`src/rtl/instruction_fetch_unit_pkg.sv`:
```
// Package: rv_fetch_pkg
// Shared types and constants for the instruction fetch front end.
//   fetch_state_t : fetch FSM state encoding
//   INSTR_W       : instruction word width
//   PC_STEP       : PC increment per fetched instruction
package rv_fetch_pkg;

    typedef enum logic [1:0] {
        BOOT  = 2'd0,
        RUN   = 2'd1,
        DRAIN = 2'd2,
        HALT  = 2'd3
    } fetch_state_t;

    localparam int unsigned INSTR_W = 32;
    localparam int unsigned PC_STEP = 4;

endpackage

```
`src/rtl/instruction_fetch_unit_if.sv`:
```
// Interface: instruction_fetch_unit_if
// Instruction memory request/response bus.
//   imem_req_valid  : fetch request valid          (master -> slave)
//   imem_req_ready  : memory accepts request       (slave -> master)
//   imem_req_addr   : fetch address                (master -> slave)
//   imem_resp_valid : instruction returned, in order, no backpressure (slave -> master)
//   imem_resp_data  : instruction word             (slave -> master)
interface instruction_fetch_unit_if
    import rv_fetch_pkg::*;
#(
    parameter int unsigned XLEN = 64
);
    logic               imem_req_valid;
    logic               imem_req_ready;
    logic [XLEN-1:0]    imem_req_addr;
    logic               imem_resp_valid;
    logic [INSTR_W-1:0] imem_resp_data;

    modport master (
        output imem_req_valid,
        output imem_req_addr,
        input  imem_req_ready,
        input  imem_resp_valid,
        input  imem_resp_data
    );

    modport slave (
        input  imem_req_valid,
        input  imem_req_addr,
        output imem_req_ready,
        output imem_resp_valid,
        output imem_resp_data
    );
endinterface

```
`src/rtl/instruction_fetch_unit_fifo.sv`:
```
// Module: fetch_fifo
// Synchronous FIFO holding {pc, instr} entries for decode.
//   clk, rst_n : clock, asynchronous active-low reset
//   push/wdata : write an entry (ignored when full)
//   pop        : drop the head entry (ignored when empty)
//   flush      : empty the FIFO; takes priority over push/pop
//   rdata      : head entry
//   count      : number of valid entries
//   empty/full : status
module fetch_fifo #(
    parameter int unsigned DEPTH = 4,
    parameter int unsigned WIDTH = 96
) (
    input  logic                         clk,
    input  logic                         rst_n,
    input  logic                         push,
    input  logic                         pop,
    input  logic                         flush,
    input  logic [WIDTH-1:0]             wdata,
    output logic [WIDTH-1:0]             rdata,
    output logic [$clog2(DEPTH+1)-1:0]   count,
    output logic                         empty,
    output logic                         full
);
    localparam int unsigned PTR_W = $clog2(DEPTH);
    localparam int unsigned CNT_W = $clog2(DEPTH+1);

    logic [WIDTH-1:0] mem [DEPTH];
    logic [PTR_W-1:0] rd_ptr_q, wr_ptr_q;
    logic [CNT_W-1:0] count_q;
    logic             do_push, do_pop;

    assign do_push = push && !full && !flush;
    assign do_pop  = pop && !empty && !flush;

    always_ff @(posedge clk or negedge rst_n) begin
        if (!rst_n) begin
            rd_ptr_q <= '0;
            wr_ptr_q <= '0;
            count_q  <= '0;
        end else if (flush) begin
            rd_ptr_q <= '0;
            wr_ptr_q <= '0;
            count_q  <= '0;
        end else begin
            if (do_push) wr_ptr_q <= wr_ptr_q + PTR_W'(1);
            if (do_pop)  rd_ptr_q <= rd_ptr_q + PTR_W'(1);
            count_q <= count_q + CNT_W'(do_push) - CNT_W'(do_pop);
        end
    end

    always_ff @(posedge clk) begin
        if (do_push) mem[wr_ptr_q] <= wdata;
    end

    assign rdata = mem[rd_ptr_q];
    assign count = count_q;
    assign empty = (count_q == '0);
    assign full  = (count_q == CNT_W'(DEPTH));
endmodule

```
`src/rtl/instruction_fetch_unit.sv`:
```
// Module: instruction_fetch_unit
// Fetch front end: owns the fetch PC, issues in-order requests to instruction memory,
// buffers returned instructions with their PCs and handles execute-stage redirects.
//   clk, rst_n       : clock, asynchronous active-low reset
//   redirect_valid   : taken branch from execute this cycle
//   redirect_pc      : branch target
//   imem             : instruction memory bus (master side)
//   if_valid/if_ready: decode handshake on the buffer head
//   if_pc/if_instr   : head entry (zero while the buffer is empty)
//   fetch_misaligned : sticky, set by a redirect to a non-word-aligned target
module instruction_fetch_unit
    import rv_fetch_pkg::*;
#(
    parameter int unsigned    XLEN       = 64,
    parameter logic [XLEN-1:0] RESET_PC  = '0,
    parameter int unsigned    FIFO_DEPTH = 4
) (
    input  logic                    clk,
    input  logic                    rst_n,
    input  logic                    redirect_valid,
    input  logic [XLEN-1:0]         redirect_pc,
    instruction_fetch_unit_if.master imem,
    output logic                    if_valid,
    input  logic                    if_ready,
    output logic [XLEN-1:0]         if_pc,
    output logic [INSTR_W-1:0]      if_instr,
    output logic                    fetch_misaligned
);
    localparam int unsigned CW = $clog2(FIFO_DEPTH+1);
    localparam int unsigned EW = XLEN + INSTR_W;
    localparam logic [CW:0] CREDITS = (CW+1)'(FIFO_DEPTH);

    fetch_state_t    state_q, state_d;
    logic [XLEN-1:0] fetch_pc_q, fetch_pc_d;
    logic [XLEN-1:0] resp_pc_q, resp_pc_d;
    logic [CW-1:0]   outstanding_q, outstanding_d;
    logic [CW-1:0]   drop_cnt_q, drop_cnt_d;
    logic            misaligned_q, misaligned_d;

    logic [CW-1:0]   fifo_count;
    logic            fifo_empty, fifo_full, fifo_push, fifo_pop, fifo_flush;
    logic [EW-1:0]   fifo_rdata;
    logic [CW:0]     in_use;
    logic            req_valid, accept, resp_drop, resp_keep;
    logic            redir_live, redir_ok, redir_bad;

    // Buffered plus in-flight entries never exceed the buffer size, so responses
    // can always be written without backpressure.
    assign in_use    = {1'b0, fifo_count} + {1'b0, outstanding_q};
    assign req_valid = (state_q == RUN) && (in_use < CREDITS);
    assign accept    = req_valid && imem.imem_req_ready;

    assign imem.imem_req_valid = req_valid;
    assign imem.imem_req_addr  = fetch_pc_q;

    assign resp_drop = imem.imem_resp_valid && (drop_cnt_q != '0);
    assign resp_keep = imem.imem_resp_valid && (drop_cnt_q == '0);

    assign redir_live = redirect_valid && (state_q != HALT);
    assign redir_ok   = redir_live && (redirect_pc[1:0] == 2'b00);
    assign redir_bad  = redir_live && (redirect_pc[1:0] != 2'b00);

    // Any live redirect flushes; it also beats a same-cycle dequeue.
    assign fifo_flush = redir_live;
    assign fifo_pop   = !fifo_empty && if_ready && !redir_live;

    always_comb begin
        state_d       = state_q;
        fetch_pc_d    = accept ? fetch_pc_q + XLEN'(PC_STEP) : fetch_pc_q;
        fifo_push     = resp_keep && (state_q != HALT) && !fifo_full;
        resp_pc_d     = fifo_push ? resp_pc_q + XLEN'(PC_STEP) : resp_pc_q;
        outstanding_d = outstanding_q + CW'(accept) - CW'(resp_keep);
        drop_cnt_d    = drop_cnt_q - CW'(resp_drop);
        misaligned_d  = misaligned_q;

        case (state_q)
            BOOT:    state_d = RUN;
            DRAIN:   if (drop_cnt_q == '0) state_d = RUN;
            default: ;
        endcase

        if (redir_bad) begin
            misaligned_d = 1'b1;
            fifo_push    = 1'b0;
            state_d      = HALT;
        end else if (redir_ok) begin
            fetch_pc_d    = redirect_pc;
            resp_pc_d     = redirect_pc;
            fifo_push     = 1'b0;
            outstanding_d = '0;
            // Everything still owed by memory is wrong-path: the old in-flight count,
            // plus this cycle's accept, minus a response landing right now.
            drop_cnt_d    = drop_cnt_q + outstanding_q + CW'(accept)
                          - CW'(imem.imem_resp_valid);
            state_d       = (drop_cnt_d != '0) ? DRAIN : RUN;
        end
    end

    always_ff @(posedge clk or negedge rst_n) begin
        if (!rst_n) begin
            state_q       <= BOOT;
            fetch_pc_q    <= RESET_PC;
            resp_pc_q     <= RESET_PC;
            outstanding_q <= '0;
            drop_cnt_q    <= '0;
            misaligned_q  <= 1'b0;
        end else begin
            state_q       <= state_d;
            fetch_pc_q    <= fetch_pc_d;
            resp_pc_q     <= resp_pc_d;
            outstanding_q <= outstanding_d;
            drop_cnt_q    <= drop_cnt_d;
            misaligned_q  <= misaligned_d;
        end
    end

    fetch_fifo #(
        .DEPTH (FIFO_DEPTH),
        .WIDTH (EW)
    ) u_fifo (
        .clk   (clk),
        .rst_n (rst_n),
        .push  (fifo_push),
        .pop   (fifo_pop),
        .flush (fifo_flush),
        .wdata ({resp_pc_q, imem.imem_resp_data}),
        .rdata (fifo_rdata),
        .count (fifo_count),
        .empty (fifo_empty),
        .full  (fifo_full)
    );

    assign if_valid         = !fifo_empty;
    assign if_pc            = fifo_empty ? '0 : fifo_rdata[EW-1:INSTR_W];
    assign if_instr         = fifo_empty ? '0 : fifo_rdata[INSTR_W-1:0];
    assign fetch_misaligned = misaligned_q;
endmodule

```
`src/flat_wrapper.sv`:
```
// flat-port wrapper written by rule: the top's interface ports become plain ports
module instruction_fetch_unit_flat import rv_fetch_pkg::*;
#(
    parameter int unsigned    XLEN       = 64,
    parameter logic [XLEN-1:0] RESET_PC  = '0,
    parameter int unsigned    FIFO_DEPTH = 4
)
  (clk, rst_n, redirect_valid, redirect_pc, if_valid, if_ready, if_pc, if_instr, fetch_misaligned, imem_imem_req_valid, imem_imem_req_addr, imem_imem_req_ready, imem_imem_resp_valid, imem_imem_resp_data);
  instruction_fetch_unit_if #(.XLEN(XLEN)) imem_i ();
  input  logic clk;
  input  logic rst_n;
  input  logic redirect_valid;
  input  logic [XLEN-1:0] redirect_pc;
  output logic if_valid;
  input  logic if_ready;
  output logic [XLEN-1:0] if_pc;
  output logic [INSTR_W-1:0] if_instr;
  output logic fetch_misaligned;
  output wire logic [$bits(imem_i.imem_req_valid)-1:0] imem_imem_req_valid;
  output wire logic [$bits(imem_i.imem_req_addr)-1:0] imem_imem_req_addr;
  input wire logic [$bits(imem_i.imem_req_ready)-1:0] imem_imem_req_ready;
  input wire logic [$bits(imem_i.imem_resp_valid)-1:0] imem_imem_resp_valid;
  input wire logic [$bits(imem_i.imem_resp_data)-1:0] imem_imem_resp_data;
  assign imem_imem_req_valid = imem_i.imem_req_valid;
  assign imem_imem_req_addr = imem_i.imem_req_addr;
  assign imem_i.imem_req_ready = imem_imem_req_ready;
  assign imem_i.imem_resp_valid = imem_imem_resp_valid;
  assign imem_i.imem_resp_data = imem_imem_resp_data;
  instruction_fetch_unit #(.XLEN(XLEN), .RESET_PC(RESET_PC), .FIFO_DEPTH(FIFO_DEPTH)) u_core (.clk(clk), .rst_n(rst_n), .redirect_valid(redirect_valid), .redirect_pc(redirect_pc), .imem(imem_i), .if_valid(if_valid), .if_ready(if_ready), .if_pc(if_pc), .if_instr(if_instr), .fetch_misaligned(fetch_misaligned));
endmodule
```
`config.mk`:
```
export PLATFORM = sky130hd
export DESIGN_NAME = instruction_fetch_unit_flat
export DESIGN_NICKNAME = d
export VERILOG_FILES = /design/src/rtl/instruction_fetch_unit_pkg.sv /design/src/rtl/instruction_fetch_unit_if.sv /design/src/rtl/instruction_fetch_unit_fifo.sv /design/src/rtl/instruction_fetch_unit.sv /design/src/flat_wrapper.sv
export SDC_FILE = /design/constraint.sdc
export NUM_CORES = 1
export LEC_CHECK = 0
export CORE_AREA = 10 10 207 209
export CTS_CLUSTER_DIAMETER = 80
export CTS_CLUSTER_SIZE = 14
export DETAILED_ROUTE_END_ITERATION = 10
export DIE_AREA = 0 0 217 219
export PLACE_DENSITY = 0.84
export REMOVE_ABC_BUFFERS = 1
export SYNTH_ARGS = -nofsm -noshare
export SYNTH_HDL_FRONTEND = slang
export SYNTH_SLANG_ARGS = --single-unit
```
`constraint.sdc`:
```
create_clock -name clk -period 10.95 [get_ports clk]
set_clock_uncertainty 0.1 [all_clocks]
set_input_delay 1.6425 -clock clk [delete_from_list [all_inputs] [get_ports clk]]
set_output_delay 1.6425 -clock clk [all_outputs]
set_load 0.05 [all_outputs]
```
==> results.py, run 1 <==
metrics = {
    "die": {
        "start_util": 0.595,
        "std_cell_rows": 72,
        "die_h_um": 219,
        "core_area_um2": 38600,
        "die_x_um": 217,
        "num_io_pins": 265,
        "dieArea_um2": 47500,
    },
    "cts": {
        "max-clock-path-buffers": 3,
        "cts_buffers": 43,
        "cts-root-buf": "clkbuf_16",
        "cts_resized": 0,
        "clock-sinks": 526,
        "cts_setup_buffers": 0,
        "cts.clk_slew.worst_paths_ns": 0.07,
        "cts_tree": "yes",
        "hold_buffers": 0,
        "cts_max_level": 2,
        "clock_latency_ns": 0.56,
    },
    "yosys": {
        "synth-seq-cells": 526,
        "netlist.area_leader.share": 0.503,
        "yosysTopAreaCell": "edfxtp_1",
        "yosys_warnings": 0,
        "netlist_area_um2": 22900,
        "synthDistinctLibCells": 61,
        "synth_area_leaders": "edfxtp_1 (50%), dfrtp_1 (15%), mux4_2 (9.4%)",
        "ys.flop_type": "edfxtp_1",
        "synth_edf_count": 384,
        "ys_async_sr_fraction": 0.270,
        "netlist_instances": 1569,
        "synth_seq_area_share": 0.658,
        "avgSynthCellArea_um2": 14.6,
    },
    "worst_hold_path": {
        "hold_path_class": "flip-flop to flip-flop",
        "min-delay-start": "u_core.fetch_misaligned",
        "hold_depth": 1,
        "hold_path_end": "u_core.fetch_misaligned",
    },
    "detailed_routing": {
        "routed_wl_um": 60400,
        "post-route-drc-count": 0,
        "antenna_left": 0,
        "firstDrtPassIters": 5,
        "num_vias": 15100,
        "routed_via_density": 6.40,
        "dr.first_iter.drc_count": 1820,
        "wl_per_cell_um": 25.5,
    },
    "worst_setup_path": {
        "cp.arrival_ns": 4.17,
        "start_kind": "flip-flop",
        "path_max_fanout": 51,
        "reg2reg_from": "u_core.drop_cnt_q[2]",
        "r2r_cells": 5,
        "crit_type": "flip-flop to output port",
        "critPathRequiredTime_ns": 9.21,
        "r2r_end": "u_core.u_fifo.mem[1][46]",
        "rrSetupSlack_ns": 7.03,
        "crit_path_end_kind": "output port",
    },
    "sta": {
        "grt_setup_unrepaired": "no",
        "setup_viol": 0,
        "min_period_ns": 5.91,
        "relSlewSlack": 0.163,
        "drv_slew": 0,
        "fin_hold_ws_ns": 0.389,
        "hold_viol": 0,
        "fin_crit_sh": 0.540,
        "worst_pin_slew_ns": 1.26,
        "setup_ws_ns": 5.04,
        "setup_tns_ns": 0,
        "max_freq_ghz": 0.169,
    },
    "place": {
        "place_congestion": 0.901,
        "place_ws_ns": 5.38,
        "portBuffers": 264,
        "dp_hpwl_um": 40400,
    },
    "outcome": {
        "status": "completed",
    },
    "grt": {
        "grt_pass1_vias": 15200,
        "grt_first_pass_wirelength_um": 92500,
        "grt.total_usage": 0.250,
        "antenna_found_initial": 2,
        "overflow": 0,
        "grt_max_degree": 100,
    },
    "power": {
        "p_leak_nw": 9.20,
        "powerDensity_nw_per_um2": 290,
        "vdd.ir_drop.worst_mv": 0.238,
    },
    "layout": {
        "syn2layout_area_growth_pct": 19.1,
        "layout-drive-gt1-share": 0.100,
        "diodes": 0,
        "final_nets": 1935,
    },
    "run": {
        "max_cap_viol_count": 0,
    },
}
## layer usage
| metal | track usage | vias to the layer above | share of wire |
|---|---|---|---|
| li1 | - | 6590 | - |
| met1 | 0.340 | 7523 | 0.39 |
| met2 | 0.396 | 868 | 0.48 |
| met3 | 0.0572 | 141 | 0.10 |
| met4 | 0.0823 | 4 | 0.033 |
| met5 | 0 | - | 0.00043 |
## cell type report
class,count,area [um2]
Clock buffer,76,1230
Clock inverter,3,55.1
Sequential cell,526,15100
Fill cell,2508,11200
Tap cell,518,648
Inverter,33,124
Timing Repair Buffer,278,2750
Multi-Input combinational cell,931,7420
## metrics by stage
stage          power, W  instances  instance area (um2)   util
6_report        0.00793       2365                27300  0.709
5_1_grt         0.00826       2365                27300  0.709
4_1_cts         0.00795       2365                27300  0.709
3_5_place_dp    0.00649       2286                26000  0.675
3_3_place_gp    0.00642       2286                26000  0.675
2_1_floorplan   0.00531       1490                22600      -
## where the power goes
group | internal [W] | switching, W | total [W] | leakage (nW)
clock network | 0.000787 | 0.000676 | 0.00146 | 0.612
registers | 0.00252 | 0.000567 | 0.00309 | 5.18
logic | 0.00129 | 0.00208 | 0.00338 | 3.41
total | 0.00460 | 0.00333 | 0.00793 | 9.20
## critical path, cell delays in order (launching register included)
cell,delay (ns)
dfrtp_4,1.09
buf_4,0.88
mux4_2,0.62
and2_1,0.22
clkdlybuf4s50_1,0.72
## state kept, by name (all words and copies together), names as in the netlist
signal / count
u_core.resp_pc_q: 63
u_core.u_fifo.rd_ptr_q: 2
u_core.u_fifo.mem: 384
u_core.state_q: 2
u_core.u_fifo.wr_ptr_q: 2
u_core.fetch_misaligned: 1
u_core.imem.imem_req_addr: 63
u_core.u_fifo.count: 3
u_core.drop_cnt_q: 3
u_core.outstanding_q: 3
## worst max-delay path by stage
stage                              start                  endpoint  slack, ns  cells past startpoint
2_1_floorplan  u_core.u_fifo.rd_ptr_q[0]               if_instr[0]       4.44                      2
3_3_place_gp        imem_imem_resp_valid  u_core.u_fifo.mem[3][16]       5.50                      6
3_5_place_dp        imem_imem_resp_valid  u_core.u_fifo.mem[1][13]       5.38                      6
4_1_cts        u_core.u_fifo.rd_ptr_q[0]                  if_pc[3]       4.91                      4
5_1_grt        u_core.u_fifo.rd_ptr_q[0]                  if_pc[3]       4.69                      4
6_report       u_core.u_fifo.rd_ptr_q[0]                  if_pc[3]       5.04                      4
## synth_stat cells, types with 3 or more instances
master / number
edfxtp_1: 384
and4_1: 9
mux2i_1: 5
or4_1: 44
a21oi_1: 53
nand3_1: 88
clkbuf_1: 58
nor3_1: 21
nand4_1: 58
a31oi_1: 37
xor2_1: 36
nand2_1: 79
buf_1: 13
ha_1: 16
inv_1: 33
nor3b_1: 4
o21ai_0: 26
and3_1: 25
nor2_1: 79
xnor2_1: 28
fa_1: 4
o211ai_1: 17
and2_1: 104
mux4_2: 96
o31ai_1: 22
or3_1: 22
nor4_1: 19
dfrtp_1: 142
or4b_2: 3
o311ai_0: 3
or2_2: 3
## cells by family (layout without fill, tap and decap cells)
kind of cell	Yosys count	after routing	share of synthesized area
and+or+nand+nor	575	575	0.142
DFF	526	526	0.658
AOI/OAI and AO/OA	169	169	0.0453
buffers and inverters	112	390	0.0204
muxes	102	102	0.0970
xor gates and xnor gates	65	65	0.0254
adders and majority gates	20	20	0.0122
## placed cells by master, fill, tap and decap left out, types with 5 or more instances in the layout
| master | Yosys | layout |
|---|---|---|
| clkdlybuf4s50_1 | 0 | 263 |
| o21ai_0 | 26 | 26 |
| a31oi_1 | 37 | 37 |
| nand4_1 | 58 | 58 |
| nor2_1 | 79 | 79 |
| and2_1 | 104 | 104 |
| and3_1 | 25 | 21 |
| or4_1 | 44 | 44 |
| a21oi_1 | 53 | 53 |
| clkbuf_1 | 58 | 31 |
| inv_1 | 33 | 33 |
| o211ai_1 | 17 | 17 |
| xor2_1 | 36 | 36 |
| xnor2_1 | 28 | 28 |
| mux2i_1 | 5 | 5 |
| ha_1 | 16 | 16 |
| buf_4 | 2 | 14 |
| nor3_1 | 21 | 20 |
| clkbuf_16 | 0 | 44 |
| edfxtp_1 | 384 | 384 |
| o31ai_1 | 22 | 22 |
| or3_1 | 22 | 21 |
| mux4_2 | 96 | 96 |
| dfrtp_1 | 142 | 140 |
| nand2_1 | 79 | 78 |
| nor4_1 | 19 | 18 |
| and4_1 | 9 | 9 |
| nand3_1 | 88 | 88 |
Power figures use the tool's default switching activity.
==> run 2, diff against run 1 <==
--- a/config.mk
+++ b/config.mk
@@ -5,12 +5,12 @@
 export SDC_FILE = /design/constraint.sdc
 export NUM_CORES = 1
 export LEC_CHECK = 0
-export CORE_AREA = 10 10 207 209
+export CORE_AREA = 10 10 224 226
 export CTS_CLUSTER_DIAMETER = 80
 export CTS_CLUSTER_SIZE = 14
 export DETAILED_ROUTE_END_ITERATION = 10
-export DIE_AREA = 0 0 217 219
-export PLACE_DENSITY = 0.84
+export DIE_AREA = 0 0 234 236
+export PLACE_DENSITY = 0.76
 export REMOVE_ABC_BUFFERS = 1
 export SYNTH_ARGS = -nofsm -noshare
 export SYNTH_HDL_FRONTEND = slang
==> constraint.sdc (replaced) <==
create_clock -name clk -period 5 [get_ports clk]
set_clock_uncertainty 0.1 [all_clocks]
set_input_delay 0.75 -clock clk [delete_from_list [all_inputs] [get_ports clk]]
set_output_delay 0.75 -clock clk [all_outputs]
set_load 0.05 [all_outputs]
==> results.py, run 2 (synthesis gave the netlist of run 1 again) <==
metrics = {
    "die": {
        "std_cell_rows": 79,
        "num_io_pins": 265,
        "core_area_um2": 45900,
        "die_h_um": 236,
        "dieArea_um2": 55200,
        "die_x_um": 234,
        "start_util": 0.500,
    },
    "layout": {
        "layout-drive-gt1-share": 0.105,
        "largest_register_ffs": 384,
        "postLayoutCellArea_um2": 27600,
        "final_nets": 1947,
        "syn2layout_area_growth_pct": 20.4,
        "regMostFlops": "u_core.u_fifo.mem",
        "final_common_cell": "edfxtp_1",
        "layout_common_cells": "edfxtp_1 (384), clkdlybuf4s50_1 (263), dfrtp_1 (140)",
        "diodes": 0,
        "final_cells": 2467,
    },
    "sta": {
        "drv_slew": 0,
        "worst_pin_slew_ns": 1.10,
        "fin_crit_sh": 0.836,
        "setup_viol": 0,
        "relSlewSlack": 0.267,
        "min_period_ns": 4.18,
        "setup_tns_ns": 0,
        "grt_setup_unrepaired": "no",
        "hold_viol": 0,
        "fin_hold_ws_ns": 0.188,
        "setup_ws_ns": 0.822,
        "max_freq_ghz": 0.239,
    },
    "cts": {
        "cts.clk_slew.worst_paths_ns": 0.07,
        "clock_latency_ns": 0.58,
        "cts_resized": 0,
        "cts_tree": "yes",
        "cts_max_level": 2,
        "hold_buffers": 0,
        "max-clock-path-buffers": 3,
        "cts_setup_buffers": 0,
        "clock-sinks": 526,
        "cts-root-buf": "clkbuf_16",
        "cts_buffers": 43,
    },
    "power": {
        "p_leak_nw": 9.28,
        "vdd.ir_drop.worst_mv": 0.450,
        "powerDensity_nw_per_um2": 631,
        "switchingPower_w": 0.00735,
        "pwr-share-clk": 0.182,
        "p_sw_frac": 0.422,
        "seqPwrFrac": 0.390,
        "power_frac_comb": 0.428,
        "p_int_w": 0.0101,
    },
    "worst_setup_path": {
        "critPathRequiredTime_ns": 4.15,
        "crit_start": "u_core.u_fifo.rd_ptr_q[0]",
        "crit_type": "flip-flop to output port",
        "start_kind": "flip-flop",
        "reg2reg_from": "u_core.u_fifo.count[2]",
        "cp.arrival_ns": 3.33,
        "path_max_fanout": 33,
        "crit_path_end_kind": "output port",
    },
    "run": {
        "max_cap_viol_count": 0,
    },
    "place": {
        "place_congestion": 0.908,
        "portBuffers": 264,
        "placedCellCount": 2387,
        "place_ws_ns": 1.15,
        "post_dp_cell_area_um2": 26300,
        "dp_hpwl_um": 42100,
    },
    "detailed_routing": {
        "firstDrtPassIters": 5,
        "dr.first_iter.drc_count": 1393,
        "routed_wl_um": 61600,
        "post-route-drc-count": 0,
        "routed_via_density": 6.10,
        "antenna_left": 0,
        "num_vias": 15000,
        "wl_per_cell_um": 25.0,
    },
    "grt": {
        "grt_pass1_vias": 14900,
        "grt.total_usage": 0.220,
        "grt_max_degree": 92,
        "overflow": 0,
        "antenna_found_initial": 2,
        "grt_first_pass_wirelength_um": 93000,
    },
    "outcome": {
        "status": "completed",
    },
    "worst_hold_path": {
        "hold_path_class": "primary input to async pin",
    },
}
run 2: layout make-up:
class / instances / area (um2)
well taps: 607 / 759
fillers: 3552 / 18300
repair buffers: 290 / 2950
clock buffers: 77 / 1220
clock inverters: 3 / 33.8
inverters: 33 / 124
flip-flops and latches: 526 / 15100
multi-input cells: 931 / 7420
run 2: power groups by stage:
stage / Combinational (W) / Clock (W) / Sequential, W
detailed placement: 0.00752 / 0 / 0.00686
global placement: 0.00746 / 0 / 0.00679
finish: 0.00746 / 0.00316 / 0.00680
global route: 0.00787 / 0.00340 / 0.00691
CTS: 0.00755 / 0.00324 / 0.00677
floorplan: 0.00426 / 0 / 0.00737
run 2: metal layers:
layer	part of all wire	track usage	vias up	wire, um
li1	-	-	6631	-
met1	0.40	0.294	7644	24600
met2	0.49	0.352	651	30000
met3	0.077	0.0462	118	4720
met4	0.037	0.0774	2	2250
met5	0.00021	0	-	13
run 2: worst paths after layout:
kind,endpoint,slack [ns],cells after the start
max,if_pc[24],0.82,4
min,u_core.resp_pc_q[56],0.19,1
max reg2reg,u_core.state_q[0],1.18,12
min reg2reg,u_core.fetch_misaligned,0.42,1
max in group asynchronous,u_core.imem.imem_req_addr[24],3.60,2
min in group clk,u_core.fetch_misaligned,0.42,1
run 2: per-stage QoR:
step,power (W),util
after CTS,0.0176,0.602
final,0.0174,0.602
after detailed placement,0.0144,0.574
after floorplan,0.0116,-
after global routing,0.0182,0.602
after global placement,0.0143,0.574
run 2: critical path, cell delays in order, from the launching register on:
cell	delay (ns)
dfrtp_4	0.90
buf_12	0.36
mux4_2	0.53
and2_1	0.17
clkdlybuf4s50_1	0.76
